File: src/rtl/display_mode_sequencer.sv
// Display-mode sequencer: two synchronised, debounced push buttons step a
// one-hot hex/binary/base-ten select, or blank it, with a change pulse.
module display_mode_sequencer #(
   parameter int DEBOUNCE_CYCLES = 16,
   parameter int CNT_W           = 20
) (
   input  logic       clk,
   input  logic       rst,
   input  logic       btn_next,
   input  logic       btn_off,
   output logic       s0,
   output logic       s1,
   output logic       s2,
   output logic [1:0] mode,
   output logic       changed
);

   localparam logic [CNT_W-1:0] CNT_MAX = CNT_W'(DEBOUNCE_CYCLES - 1);

   typedef enum logic [1:0] {
      ST_OFF = 2'b00,
      ST_HEX = 2'b01,
      ST_BIN = 2'b10,
      ST_DEC = 2'b11
   } state_t;

   // Index 0 is NEXT, index 1 is OFF.
   logic [1:0] btn_raw;
   logic [1:0] press;

   assign btn_raw = {btn_off, btn_next};

   genvar gi;
   generate
      for (gi = 0; gi < 2; gi++) begin : g_btn
         logic             sync1_reg;
         logic             sync2_reg;
         logic             stable_reg;
         logic             press_reg;
         logic [CNT_W-1:0] cnt_reg;

         always_ff @(posedge clk) begin
            if (rst) begin
               sync1_reg  <= 1'b0;
               sync2_reg  <= 1'b0;
               stable_reg <= 1'b0;
               press_reg  <= 1'b0;
               cnt_reg    <= '0;
            end else begin
               sync1_reg <= btn_raw[gi];
               sync2_reg <= sync1_reg;
               press_reg <= 1'b0;
               // Any cycle that agrees with the accepted level restarts the count.
               if (sync2_reg == stable_reg) begin
                  cnt_reg <= '0;
               end else if (cnt_reg == CNT_MAX) begin
                  stable_reg <= sync2_reg;
                  cnt_reg    <= '0;
                  press_reg  <= sync2_reg;
               end else begin
                  cnt_reg <= cnt_reg + CNT_W'(1);
               end
            end
         end

         assign press[gi] = press_reg;
      end
   endgenerate

   state_t     state_reg;
   state_t     state_next;
   state_t     prev_state_reg;
   logic [2:0] sel_reg;
   logic [2:0] sel_next;
   logic       changed_reg;

   always_ff @(posedge clk) begin
      if (rst) begin
         state_reg      <= ST_OFF;
         prev_state_reg <= ST_OFF;
         sel_reg        <= 3'b000;
         changed_reg    <= 1'b0;
      end else begin
         state_reg      <= state_next;
         prev_state_reg <= state_reg;
         sel_reg        <= sel_next;
         changed_reg    <= (state_reg != prev_state_reg);
      end
   end

   // OFF has priority over NEXT when both pulses land together.
   always_comb begin
      state_next = state_reg;
      if (press[1]) begin
         state_next = ST_OFF;
      end else if (press[0]) begin
         case (state_reg)
            ST_OFF:  state_next = ST_HEX;
            ST_HEX:  state_next = ST_BIN;
            ST_BIN:  state_next = ST_DEC;
            ST_DEC:  state_next = ST_HEX;
            default: state_next = ST_HEX;
         endcase
      end
   end

   // Selects are loaded alongside the state so they track it with no decode glitches.
   always_comb begin
      sel_next = 3'b000;
      case (state_next)
         ST_HEX:  sel_next = 3'b001;
         ST_BIN:  sel_next = 3'b010;
         ST_DEC:  sel_next = 3'b100;
         default: sel_next = 3'b000;
      endcase
   end

   assign s0      = sel_reg[0];
   assign s1      = sel_reg[1];
   assign s2      = sel_reg[2];
   assign mode    = state_reg;
   assign changed = changed_reg;

endmodule

File: config.mk
export PLATFORM = sky130hd
export DESIGN_NAME = display_mode_sequencer
export DESIGN_NICKNAME = d
export VERILOG_FILES = /design/src/rtl/display_mode_sequencer.sv
export SDC_FILE = /design/constraint.sdc
export NUM_CORES = 1
export LEC_CHECK = 0
export CORE_ASPECT_RATIO = 1.5
export CORE_MARGIN = 1
export CORE_UTILIZATION = 61
export DETAILED_ROUTE_END_ITERATION = 10
export MAX_ROUTING_LAYER = met4
export PLACE_DENSITY = 0.8
export SLEW_MARGIN = 0
export SYNTH_ARGS = -nofsm -noshare
export SYNTH_HDL_FRONTEND = slang
export SYNTH_SLANG_ARGS = --single-unit
File: constraint.sdc
create_clock -name clk -period 3.89 [get_ports clk]
set_input_delay 0.389 -clock clk [delete_from_list [all_inputs] [get_ports clk]]
set_output_delay 0.389 -clock clk [all_outputs]
set_load 0.01 [all_outputs]
# After elaboration in Yosys (flattened, before gate mapping)
# Index checks and enable logic that the tools add are counted.
dict set report op_classes {
  n_addsub 2
  n_eq_ne 11
  n_mux 4
  bitwise_logic 4
  n_reduce_logical 8
}
# operator count
set op_table {}
lappend op_table {{$add A20 B1 Y20 const B} 2}
lappend op_table {{$eq A20 B4 Y1 const B} 2}
lappend op_table {{$reduce_or A3 Y1} 4}
lappend op_table {{$pmux W3 S3} 1}
lappend op_table {{$eq A2 B2 Y1 const B} 4}
lappend op_table {{$pmux W2 S3} 1}
lappend op_table {{$eq A2 B1 Y1 const B} 2}
lappend op_table {{$mux W2} 2}
lappend op_table {{$not A1 Y1} 4}
lappend op_table {{$reduce_and A2 Y1} 2}
lappend op_table {{$eq A1 B1 Y1} 2}
lappend op_table {{$logic_not A2 Y1} 1}
lappend op_table {{$ne A2 B2 Y1} 1}
lappend op_table {{$reduce_or A2 Y1} 1}
dict set report totals {
  ff_bits 56
  output_inout_bits 6
  word_cells 43
}

# Depth between registers and ports, before layout
# Gate-level depths: netlist of run 1.
dict set report depth {
  word_depth 7
  ltp_mapped 6
  depth_no_buf 6
}

# Worst setup path before layout of run 1
# OpenSTA, ideal clock, no wires.
dict set report synth_path {
  kind {reg-to-reg}
  from {register g_btn[0].cnt_reg[0]}
  to {register g_btn[0].cnt_reg[16]}
  setup_ns 0.071
  arrival_ns 1.692
  slack_ns 2.127
  stages_incl_launch_ff 6
  period_less_slack_ns 1.763
  cell_sequence {dfxtp_1 -> ha_1 -> nand3_2 -> or4_4 -> or3_1 -> a21oi_1}
}
dict set report synth_via {
  elab_chain_len 2
  elab_cells_between_ends 3
  cone_classes {1 x add/sub; 1 x eq/ne; 1 x reduce/logical}
}
# element line
set synth_rtl {}
lappend synth_rtl {{from (decl)} 40} ;# logic [CNT_W-1:0] cnt_reg;
lappend synth_rtl {{from (signal assigned)} 61} ;# cnt_reg <= cnt_reg + CNT_W'(1);
lappend synth_rtl {{parallel branches: the longest is 2 deep, another holds $add A20 B1 Y20} n/a}
# Parallel ways; which one is timed is not known.
# A chain may end at the register's enable or synchronous reset.

# Final worst setup path of run 1
dict set report layout_path {
  from {register g_btn[0].cnt_reg[0]}
  to {register g_btn[0].cnt_reg[6]}
}
# The elaborated chain is that of the path after synthesis.

==> metrics, run 1 <==
number of routed nets with antenna violations=0; final worst clock skew=5.01 ps; area share of the leading cell type in the synthesized netlist=47.3%; cell row count=27; TritonCTS clock tree=built; post-detailed-route wirelength per cell=12.9 microns; placed wire-length estimate after detailed placement=2890 microns; proportion of layout cells with a drive suffix above 1=5.49%; hold-fix buffers at CTS=0; data required time at the worst endpoint=4050 ps; global-route wire length before repair=7000 microns; crit path kind=reg -> reg; Post-Route Setup TNS=0 ps; slew at the pin with the worst max-slew slack=1130 ps; count of state elements after synthesis=56; total setup violations reported at the end of the flow=0; number of warning messages in the yosys log=0; share of the cycle needed by the critical path after routing=57.9%; kind of path behind the tightest hold check=reg -> reg; Commonest cells post-synth=sky130_fd_sc_hd__dfxtp_1, sky130_fd_sc_hd__nor2_1, sky130_fd_sc_hd__xnor2_1, sky130_fd_sc_hd__nor4_1, sky130_fd_sc_hd__nand3_1; Max clock buf depth=2; routability congestion estimate=0.785; full die area=4150 sq um; final hold viol count=0; aggregate routed wire length=4070 microns; number of iterations in the first detailed-routing pass=4; final hold slack=453 ps; count of mapped cells out of synthesis=262; library cells used by synthesis=37; cts repair resizes=0; MaxCap Viol Count=0; post-route worst setup slack=1640 ps; core region area=3680 sq um; Largest register FFs=40; Congestion Overflow GR=0; Static Leakage=0.839 nW; Worst-Skew Late Latency=310 ps; largest driver fanout on the critical path=17; TritonCTS sink count=56; filler cell count=308; primary flip-flop cell chosen by synthesis mapping=sky130_fd_sc_hd__dfxtp_1; total setup buffers inserted after CTS=0; pwr dens=356 nW/um^2; relative max-transition margin=24.3%; starting utilization of the core area=64.4%; pin count of the biggest net entering global routing=20; count of input and output buffers=9; floorplan die height=78.4 microns; Worst IR Drop VDD=0.317 mV; number of I/O pins=10; Synth-to-Final Area Change=8.71%; Num CTS Buffers=5; type of element launching the critical path=flip-flop; number of flops mapped to enable cells by yosys=0; starting DRC count in detailed routing=46; number of pins with negative max-slew slack in the final report=0; arrival time at the worst endpoint=2410 ps; # nets final=279; clock tree root driver cell=sky130_fd_sc_hd__clkbuf_8; vias per inst=5.69; level count of the clock H-tree=2; most frequent cell after synthesis=sky130_fd_sc_hd__dfxtp_1; total power after layout=0.916 mW; Post-route DRC=0; endpoint type of the worst setup path=flip-flop; net count of the mapped netlist=269; die width=52.9 microns; Syn Std Cell Area=2370 sq um; antenna cells=0; run status=completed; clock-pin slew on the worst setup and hold paths=100 ps; Total Routing Usage GR=22.7%; Achievable Freq=444 MHz; average cell area after synthesis=9.05 sq um; post-placement setup slack=1470 ps; total via count in the routed design=1797; main area contributors after synthesis=sky130_fd_sc_hd__dfxtp_1, sky130_fd_sc_hd__xnor2_1, sky130_fd_sc_hd__nor2_1; final critical path time including I/O delays and setup=2250 ps; fraction of synthesis flops using an asynchronous set or reset pin=0%; RSZ-0062 raised after global routing=no; number of antenna violations at the first check in global routing=0; portion of the post-synthesis area used by sequential elements=47.3%; number of global-route vias before repair=1732; leading area contributor after synthesis=sky130_fd_sc_hd__dfxtp_1
[worst paths after layout]
check	end	cells past startpoint	start	slack, ps
max	g_btn[0].cnt_reg[6]	5	g_btn[0].cnt_reg[0]	1640
min	g_btn[0].sync2_reg	1	g_btn[0].sync1_reg	450
max reg2reg	g_btn[0].cnt_reg[6]	5	g_btn[0].cnt_reg[0]	1640
min reg2reg	g_btn[0].sync2_reg	1	g_btn[0].sync1_reg	450
[through the flow]
stage	instance area (sq um)	std cells	util (%)
6_report	2580	316	70.0
4_1_cts	2580	316	70.0
2_1_floorplan	2370	262	-
3_3_place_gp	2480	308	67.4
5_1_grt	2580	316	70.0
3_5_place_dp	2480	308	67.4
[metal layers]
metal  track usage, %  vias to the layer above  wire (microns)
met1             23.8                      842            1770
met3             4.46                        8              83
met5                -                        -               0
met2             39.7                       21            2140
met4             9.74                        0              74
li1                 -                      926               -
[logic make-up after synthesis]
| group | Yosys count | synth area share [%] |
|---|---|---|
| AOI/OAI and AO/OA | 20 | 5.07 |
| DFF | 56 | 47.3 |
| xor gates and xnor gates | 33 | 12.2 |
| and+or+nand+nor | 131 | 29.9 |
| buffers and inverters | 17 | 3.17 |
| muxes | 2 | 0.844 |
| adders and majority gates | 3 | 1.58 |
[worst max-delay path: stages, from the launching register on]
cell and delay [ps]:
sky130_fd_sc_hd__dfxtp_1 430, sky130_fd_sc_hd__ha_1 260, sky130_fd_sc_hd__and3_2 250, sky130_fd_sc_hd__nand3_1 140, sky130_fd_sc_hd__o21ai_1 900, sky130_fd_sc_hd__nor2_1 130
[layout by cell type, fill, tap and decap left out, types with 4 or more instances in the layout]
cell,netlist,final
sky130_fd_sc_hd__nor3_1,11,11
sky130_fd_sc_hd__nor2_1,44,44
sky130_fd_sc_hd__nor2b_1,7,7
sky130_fd_sc_hd__clkdlybuf4s50_1,0,9
sky130_fd_sc_hd__nand3_1,12,12
sky130_fd_sc_hd__nand2b_1,4,4
sky130_fd_sc_hd__or3_1,4,4
sky130_fd_sc_hd__o21ai_0,6,6
sky130_fd_sc_hd__inv_1,11,11
sky130_fd_sc_hd__xor2_1,4,4
sky130_fd_sc_hd__a21oi_1,6,6
sky130_fd_sc_hd__xnor2_1,29,29
sky130_fd_sc_hd__nor4_1,19,19
sky130_fd_sc_hd__dfxtp_1,56,56
sky130_fd_sc_hd__nand4_1,4,4
sky130_fd_sc_hd__and3_1,5,5
sky130_fd_sc_hd__nand2_1,9,9
sky130_fd_sc_hd__clkbuf_8,0,5
[layout make-up]
type | instances | area (sq um) | share of cell area, %
timing repair buffer | 9 | 90.1 | 3.50
clock buffer | 5 | 68.8 | 2.67
sequential | 56 | 1120 | 43.5
tap | 43 | 53.8 | 2.09
multi-input combinational | 189 | 1170 | 45.6
clock inverter | 3 | 27.5 | 1.07
inverter | 11 | 41.3 | 1.60
[power breakdown]
group / internal [mW] / switching (mW) / leakage (nW)
Combinational: 0.00507 / 0.00753 / 0.340
Clock: 0.132 / 0.194 / 0.0463
Sequential: 0.575 / 0.00153 / 0.452
(Power assumes the default switching activity.)
==> run 2, diff against run 1 <==
Settings changed: CORE_UTILIZATION 61 to 59, PLACE_DENSITY 0.8 to 0.78.
Clock period 3.89 ns to 2.3 ns, I/O delays scaled along.
==> metrics, run 2 (synthesis results as in run 1) <==
run status=completed; kind of path behind the tightest hold check=reg -> reg; share of the cycle needed by the critical path after routing=81.7% (+24 points); Achievable Freq=532 MHz (+20%); starting DRC count in detailed routing=38 (-17%); placed wire-length estimate after detailed placement=3060 microns (+6.1%); final hold viol count=0 (unchanged); Largest register FFs=40 (unchanged); Hold Crit Start=g_btn[0].sync1_reg; post-route worst setup slack=422 ps (-1210 ps); Combinational Power Share=1.6% (+0.2 points); TritonCTS sink count=56 (unchanged); final worst clock skew=10.5 ps (+5.49 ps); core region area=3750 sq um (+1.8%); type of element launching the critical path=flip-flop; routability congestion estimate=0.834 (+6.2%); number of I/O pins=10 (unchanged); hold-fix buffers at CTS=0 (unchanged); number of iterations in the first detailed-routing pass=4 (unchanged); final critical path time including I/O delays and setup=1880 ps (-375 ps); switching fraction of total power=22.1% (-0.11 points); count of input and output buffers=9 (unchanged); Flop pwr share=63.3% (+0.3 points); endpoint type of the worst setup path=flip-flop; Critical path origin=g_btn[0].cnt_reg[0]; arrival time at the worst endpoint=2130 ps (-280 ps); antenna cells=0 (unchanged); Reg-to-Reg Start=g_btn[0].cnt_reg[0]; floorplan die height=79.6 microns (+1.6%); Total Routing Usage GR=22.7% (-0.027 points); P_int=1.20 mW (+68%); highest-count cells in the layout ignoring fill and taps=sky130_fd_sc_hd__dfxtp_1, sky130_fd_sc_hd__nor2_1, sky130_fd_sc_hd__xnor2_1; Post-Route Setup TNS=0 ps (unchanged); number of pins with negative max-slew slack in the final report=0 (unchanged); post-detailed-route wirelength per cell=13.1 microns (+1.8%); data required time at the worst endpoint=2550 ps (-1500 ps); Congestion Overflow GR=0 (unchanged); total via count in the routed design=1784 (-0.72%); number of routed nets with antenna violations=0 (unchanged); TritonCTS clock tree=built; net switching power=0.340 mW (+67%); RSZ-0062 raised after global routing=no; Post-route DRC=0 (unchanged); vias per inst=5.56 (-2.3%); crit path kind=reg -> reg; level count of the clock H-tree=2 (unchanged); number of antenna violations at the first check in global routing=0 (unchanged); Clk network pwr share=35.1% (-0.6 points); slew at the pin with the worst max-slew slack=633 ps (-496 ps); Synth-to-Final Area Change=10.0%; global-route wire length before repair=6890 microns (-1.5%); Max clock buf depth=2 (unchanged); total setup buffers inserted after CTS=0 (unchanged); clock tree root driver cell=sky130_fd_sc_hd__clkbuf_8; placed cell count=313 (+1.6%); Final Util=69.6% (-0.43 points); filler-free cell count of the finished design=321 (+1.6%); final hold slack=451 ps (-1.79 ps); proportion of layout cells with a drive suffix above 1=7.19% (+1.7 points); number of global-route vias before repair=1645 (-5.0%); Num CTS Buffers=5 (unchanged); cts repair resizes=0 (unchanged); post-placement setup slack=440 ps (-1030 ps); relative max-transition margin=57.4% (+33 points); aggregate routed wire length=4210 microns (+3.4%); Worst IR Drop VDD=0.543 mV (+71%); die width=53.8 microns (+1.6%); cell row count=27 (unchanged); Worst-Skew Late Latency=310 ps (about the same); clock-pin slew on the worst setup and hold paths=100 ps (about the same); total setup violations reported at the end of the flow=0 (unchanged); MaxCap Viol Count=0 (unchanged); largest driver fanout on the critical path=5 (-12); Static Leakage=0.858 nW (+2.4%); starting utilization of the core area=63.2% (-1.2 points); # nets final=284 (+1.8%); full die area=4280 sq um (+3.3%); most common library cell in the layout ignoring fill and taps=sky130_fd_sc_hd__dfxtp_1; pin count of the biggest net entering global routing=19 (-5.0%); pwr dens=591 nW/um^2 (+66%)
run 2: changes by cell type in the layout (fill, tap and decap cells not counted):
cell and delta:
sky130_fd_sc_hd__inv_6 +1, sky130_fd_sc_hd__inv_8 -1, sky130_fd_sc_hd__buf_4 +5, sky130_fd_sc_hd__clkinv_4 -1, sky130_fd_sc_hd__clkinv_2 +1
run 2: stage by stage:
step / area (sq um) / power (mW)
floorplan: 2370 / 1.01
global placement: 2520 / 1.02
detailed placement: 2520 / 1.02
CTS: 2610 / 1.55
global route: 2610 / 1.59
finish: 2610 / 1.54
run 2: layout make-up:
cell class | count | area, sq um
Clock buffer | 5 | 68.8
Clock inverter | 3 | 21.3
Fill cell | 310 | 1140
Inverter | 11 | 41.3
Multi-Input combinational cell | 189 | 1170
Sequential cell | 56 | 1120
Tap cell | 43 | 53.8
Timing Repair Buffer | 14 | 128
run 2: worst paths after layout:
kind,to,slack [ps],cells past startpoint
setup / recovery,g_btn[0].cnt_reg[16],420,5
hold / removal,g_btn[0].sync2_reg,450,1
setup reg to reg,g_btn[0].cnt_reg[16],420,5
hold reg to reg,g_btn[0].sync2_reg,450,1
run 2: per-layer routing:
layer / GRT usage, % / up-vias / share of wire [%]
met4: 11.1 / 0 / 1.5
met5: - / - / 0
met2: 39.8 / 16 / 52
met3: 4.57 / 4 / 2.2
li1: - / 938 / -
met1: 22.8 / 826 / 44
run 2: worst max-delay path, stage by stage (launching register included):
cell	delay (ps)
sky130_fd_sc_hd__dfxtp_1	420
sky130_fd_sc_hd__ha_1	250
sky130_fd_sc_hd__nand3_2	130
sky130_fd_sc_hd__or4_4	570
sky130_fd_sc_hd__or3_1	320
sky130_fd_sc_hd__a21oi_1	140
run 2: power groups by stage:
stage / sequential [mW] / clock [mW] / combinational [mW]
after detailed placement: 0.998 / 0 / 0.0241
after floorplan: 0.998 / 0 / 0.0138
final: 0.976 / 0.541 / 0.0239
after CTS: 0.976 / 0.550 / 0.0243
after global placement: 0.998 / 0 / 0.0240
after global routing: 0.976 / 0.585 / 0.0262
